**config.mk**
```make
export PLATFORM = sky130hd
export DESIGN_NAME = seq_divider
export DESIGN_NICKNAME = d
export VERILOG_FILES = /design/src/rtl/seq_div_pkg.sv /design/src/rtl/sub_borrow.sv /design/src/rtl/seq_divider.sv
export SDC_FILE = /design/constraint.sdc
export NUM_CORES = 1
export LEC_CHECK = 0
export CAP_MARGIN = 20
export CORE_MARGIN = 1
export CORE_UTILIZATION = 45
export DETAILED_ROUTE_END_ITERATION = 16
export PLACE_DENSITY_LB_ADDON = 0.3
export SLEW_MARGIN = 20
export SYNTH_ARGS = -nofsm -noshare
export SYNTH_HDL_FRONTEND = slang
export SYNTH_HIERARCHICAL = 1
export SYNTH_SLANG_ARGS = --single-unit
```
**constraint.sdc**
```tcl
create_clock -name clk -period 16.07 [get_ports clk]
set_input_delay 3.214 -clock clk [delete_from_list [all_inputs] [get_ports clk]]
set_output_delay 3.214 -clock clk [all_outputs]
set_load 0.03 [all_outputs]
```
**src/rtl/seq_div_pkg.sv**
```systemverilog
// Shared sizing and state encoding for the sequential restoring divider.
package seq_div_pkg;
    localparam int DIV_WIDTH_DEFAULT = 32;
    localparam int DIV_CNT_W_DEFAULT = $clog2(DIV_WIDTH_DEFAULT) + 1;

    typedef enum logic [1:0] {
        IDLE = 2'd0,
        RUN  = 2'd1,
        DONE = 2'd2
    } state_e;
endpackage

```
**src/rtl/sub_borrow.sv**
```systemverilog
// Combinational N-bit subtractor built as a ripple full-adder chain: a + ~b + 1.
// borrow is the MSB of the difference; callers zero-extend so it flags a < b.
module sub_borrow #(
    parameter int N = 33
) (
    input  logic [N-1:0] a,
    input  logic [N-1:0] b,
    output logic [N-1:0] diff,
    output logic         borrow
);
    always_comb begin
        logic c;
        c    = 1'b1;
        diff = '0;
        for (int i = 0; i < N; i++) begin
            diff[i] = a[i] ^ ~b[i] ^ c;
            c       = (a[i] & ~b[i]) | (c & (a[i] ^ ~b[i]));
        end
    end

    assign borrow = diff[N-1];
endmodule

```
**src/rtl/seq_divider.sv**
```systemverilog
// Iterative unsigned restoring divider, one quotient bit per cycle, start/busy/done handshake.
// Results appear WIDTH edges after the accept edge; divide-by-zero completes on the next edge.
module seq_divider
    import seq_div_pkg::*;
#(
    parameter int WIDTH = DIV_WIDTH_DEFAULT
) (
    input  logic             clk,
    input  logic             rst,
    input  logic             start,
    input  logic [WIDTH-1:0] dividend,
    input  logic [WIDTH-1:0] divisor,
    output logic             busy,
    output logic             done,
    output logic [WIDTH-1:0] quotient,
    output logic [WIDTH-1:0] remainder,
    output logic             div_by_zero
);
    localparam int CNT_W = $clog2(WIDTH) + 1;

    state_e           state;
    logic [CNT_W-1:0] count;
    logic [WIDTH-1:0] q_reg;
    logic [WIDTH-1:0] r_reg;
    logic [WIDTH-1:0] m_reg;
    logic             dbz_reg;
    logic [WIDTH:0]   trial;
    logic [WIDTH:0]   diff;
    logic             borrow;
    logic             unused_diff_msb;

    // The partial remainder stays below the divisor, so WIDTH bits hold it;
    // the extra subtractor bit only serves as the borrow.
    assign trial = {r_reg, q_reg[WIDTH-1]};

    sub_borrow #(.N(WIDTH + 1)) u_sub (
        .a      (trial),
        .b      ({1'b0, m_reg}),
        .diff   (diff),
        .borrow (borrow)
    );

    assign unused_diff_msb = diff[WIDTH];

    always_ff @(posedge clk) begin
        if (rst) begin
            state   <= IDLE;
            count   <= '0;
            q_reg   <= '0;
            r_reg   <= '0;
            m_reg   <= '0;
            dbz_reg <= 1'b0;
        end else begin
            case (state)
                IDLE: begin
                    if (start) begin
                        m_reg <= divisor;
                        count <= '0;
                        if (divisor == '0) begin
                            q_reg   <= '1;
                            r_reg   <= dividend;
                            dbz_reg <= 1'b1;
                            state   <= DONE;
                        end else begin
                            q_reg   <= dividend;
                            r_reg   <= '0;
                            dbz_reg <= 1'b0;
                            state   <= RUN;
                        end
                    end
                end
                RUN: begin
                    if (!borrow) begin
                        r_reg <= diff[WIDTH-1:0];
                        q_reg <= {q_reg[WIDTH-2:0], 1'b1};
                    end else begin
                        r_reg <= trial[WIDTH-1:0];
                        q_reg <= {q_reg[WIDTH-2:0], 1'b0};
                    end
                    count <= count + 1'b1;
                    if (count == CNT_W'(WIDTH - 1)) begin
                        state <= DONE;
                    end
                end
                DONE:    state <= IDLE;
                default: state <= IDLE;
            endcase
        end
    end

    assign busy        = (state == RUN);
    assign done        = (state == DONE);
    assign quotient    = q_reg;
    assign remainder   = r_reg;
    assign div_by_zero = dbz_reg;
endmodule

```
==> results summary <==
The flow ran to the end, and the final reports show no timing, DRC or antenna violations. The met3 global-route usage is 0.03086. The internal portion of the total power is 0.5974 mW. The first-pass GRT wire length is 25,910 um. The clock tree from TritonCTS is done. The maximum clock frequency is 0.06895 GHz. Setup violations remaining at the end of the flow were counted as 0.

The first detailed-routing pass ran for 5 iterations. The final setup TNS came out at 0 ns. The weighted congestion at the end of routability-driven global placement is 0.8201. The final antenna-violating net count came out at 0. The worst register-to-register path has a setup slack of 1.57 ns.

The count of input and output buffers came out at 133. The latest clock arrival within the worst-skew pair is 0.34 ns. The count of cells in the finished layout, fillers not included, comes to 965. For the pin with the worst max-slew slack, the measured transition is 1.080 ns. The global routing stage identified its most utilized layer as met2. The met2 routing resource usage after global routing is 0.4198.

In this run the tightest slew margin relative to its limit is 0.2795. The cell row count came out at 41. The number of global-route vias before repair is 5,249.

The total net switching power came out at 0.3302 mW. The largest net degree at the start of global routing came out at 79. The number of synthesis warnings is 6. The number of DRC markers after the initial detailed-route iteration is 424. The critical-path maximum fanout came out at 33.

Max-cap violations in this run came to 0. The number of resized instances in the post-cts repair step is 0. In this run the number of H-tree levels came out at 3. The largest clock skew in the final design came out at 0.01602 ns.

The final layout contains 888 nets. The count of placed standard cells including taps is 949. The kind of path behind the tightest hold check is reg2reg.

The clock root buffer master is sky130_fd_sc_hd__clkbuf_16. The worst setup path is of the reg2reg kind. The cell area power density is 124.3 nW/um^2. The category of the worst setup path capture point is a register. The proportion of power drawn by the clock network came out at 0.265.

The final-report max-slew violation count was 0. The post-layout minimum cycle time came out at 14.50 ns. In this run the vertical extent of the chip is 116.0 um. The via count normalized by instance count is 5.583. The wire-length estimate of the detail-placed layout is 10,900 um.

Clock-pin slew was measured on the worst setup and hold paths at 0.07 ns. The final number of hold-violating endpoints is 0. The initial core utilization is 0.4630. The synthesized cell area came out at 5843 sq um. Relative to the synthesized area, the layout overhead comes to 27.69%. The total track usage is 0.2456. The share of the cycle needed by the critical path after routing came out at 0.9025. The arrival time of data at the critical path endpoint came out at 14.73 ns.

The post-synth net total is 796. The die footprint is 13,440 sq um. Once layout is complete, the utilization of the core stands at 0.5912. Post-CTS timing repair inserted 0 buffers for setup.

The share of total power in combinational logic came out at 0.394. The mean routed wirelength per cell came out at 16.46 um. The total of fill cells in the finished design came out at 1,155. The static power due to leakage is 2.917 nW. Counting along the longest clock path gives a buffer depth of 2. The number of cell instances on the worst register-to-register path came out at 40. After global routing the overflow that remains totals 0. The number of cells produced by synthesis is 696.

The part of the power in registers came out at 0.341. Summing over every cut layer, the via total after detailed routing is 5,388. The I/O pin count came out at 134. The longest individual stage delay on the worst path is 0.93 ns.

The post-cts hold buffer count came out at 0. Setup repair after global routing left no endpoint under its margin. Across the VDD grid, the largest voltage drop is 0.07121 mV.

The repair_antennas step left the layout with diodes totalling 0. The largest individual stage delay along the critical path comes from the cell sky130_fd_sc_hd__xor3_2. For this run, global-route usage on met1 was measured as 0.3228.

The tree built by TritonCTS fans out to 105 sinks. The core region area came out at 12,620 sq um. The most numerous cell type found on the critical path is sky130_fd_sc_hd__fa_1. In this run the critical register-to-register path is launched from quotient[31]. The terminating pin of the worst hold path is m_reg[18]. The number of buffers created by CTS came out at 9.

For the worst setup path, the data required time is 16.30 ns. Measured along the x axis, the die boundary spans 116.0 um. The worst reg2reg path endpoint is remainder[16].

The depth of the worst hold-timing path is 2. The synthesized area divided by synthesized cell count came out at 8.395 sq um. The initial antenna violation count came out at 0. The switching power share of the total came out at 0.3559. The worst hold path begins at m_reg[18].

The share of post-route cells with drive strength above 1 is 0.04414. The final wirelength came out at 15,890 um. The number of DRC violations after detailed routing is 0.

The worst setup path is launched from a register.
-- layout by cell type (no fill, tap or decap), types with 7 or more instances in the layout --
| cell | instances |
|---|---|
| sky130_fd_sc_hd__a41oi_1 | 32 |
| sky130_fd_sc_hd__o221ai_1 | 11 |
| sky130_fd_sc_hd__a22oi_1 | 13 |
| sky130_fd_sc_hd__nand2_1 | 77 |
| sky130_fd_sc_hd__clkdlybuf4s50_1 | 132 |
| sky130_fd_sc_hd__buf_4 | 7 |
| sky130_fd_sc_hd__mux2i_1 | 32 |
| sky130_fd_sc_hd__nor4_1 | 8 |
| sky130_fd_sc_hd__clkbuf_16 | 9 |
| sky130_fd_sc_hd__a21oi_1 | 64 |
| sky130_fd_sc_hd__nor2_1 | 52 |
| sky130_fd_sc_hd__o21ai_0 | 75 |
| sky130_fd_sc_hd__dfxtp_1 | 105 |
| sky130_fd_sc_hd__fa_1 | 31 |
| sky130_fd_sc_hd__inv_1 | 78 |
| sky130_fd_sc_hd__nand3b_1 | 9 |
| sky130_fd_sc_hd__a31oi_1 | 11 |
| sky130_fd_sc_hd__a21o_1 | 12 |
-- layout make-up --
class / count / area (sq um) / area share
inverter: 79 / 296.5 / 0.03975
clock buffer: 11 / 252.7 / 0.03388
clock inverter: 5 / 85.08 / 0.01140
tap: 172 / 215.2 / 0.02884
sequential: 105 / 2102 / 0.2817
multi-input combinational: 453 / 3131 / 0.4196
timing repair buffer: 140 / 1379 / 0.1848
-- how the worst max path moves through the flow --
stage                  from  cells past startpoint             to  slack [ns]
2_1_floorplan  quotient[31]                     42  remainder[10]        2.48
3_3_place_gp   quotient[31]                     40   remainder[9]        1.85
3_5_place_dp   quotient[31]                     40  remainder[16]        1.63
4_1_cts        quotient[31]                     40  remainder[28]        1.62
5_1_grt        quotient[31]                     40  remainder[22]        0.96
6_report       quotient[31]                     40  remainder[16]        1.57
-- critical path, delay by kind of cell (launching register included) --
kind / cells / cell delay [ns]
xor gates and xnor gates: 1 / 0.93
DFF: 1 / 0.37
buffers and inverters: 3 / 0.18
AOI/OAI and AO/OA: 2 / 0.35
and+or+nand+nor: 1 / 0.06
adders and majority gates: 32 / 12.23
muxes: 1 / 0.26
-- metrics by stage --
stage / power, mW / setup slack [ns] / area [sq um] / hold WS (ns)
2_1_floorplan: 0.5795 / 2.482 / 5843 / 0.4363
3_3_place_gp: 0.6735 / 1.849 / 7123 / 0.4432
3_5_place_dp: 0.6856 / 1.625 / 7123 / 0.4645
4_1_cts: 0.9286 / 1.623 / 7461 / 0.4763
5_1_grt: 0.9863 / 0.9612 / 7461 / 0.5044
6_report: 0.9275 / 1.567 / 7461 / 0.4792
-- per-layer routing --
layer / share of wire / vias to the layer above
met2: 0.50 / 193
li1: - / 2584
met1: 0.43 / 2595
met5: 0 / -
met4: 0.017 / 0
met3: 0.062 / 16
-- power groups by stage --
stage,logic [mW],clock network (mW),registers [mW]
2_1_floorplan,0.226,0,0.353
3_3_place_gp,0.353,0,0.321
3_5_place_dp,0.364,0,0.321
4_1_cts,0.365,0.247,0.316
5_1_grt,0.409,0.257,0.320
6_report,0.366,0.246,0.316
(Power assumes the default switching activity.)
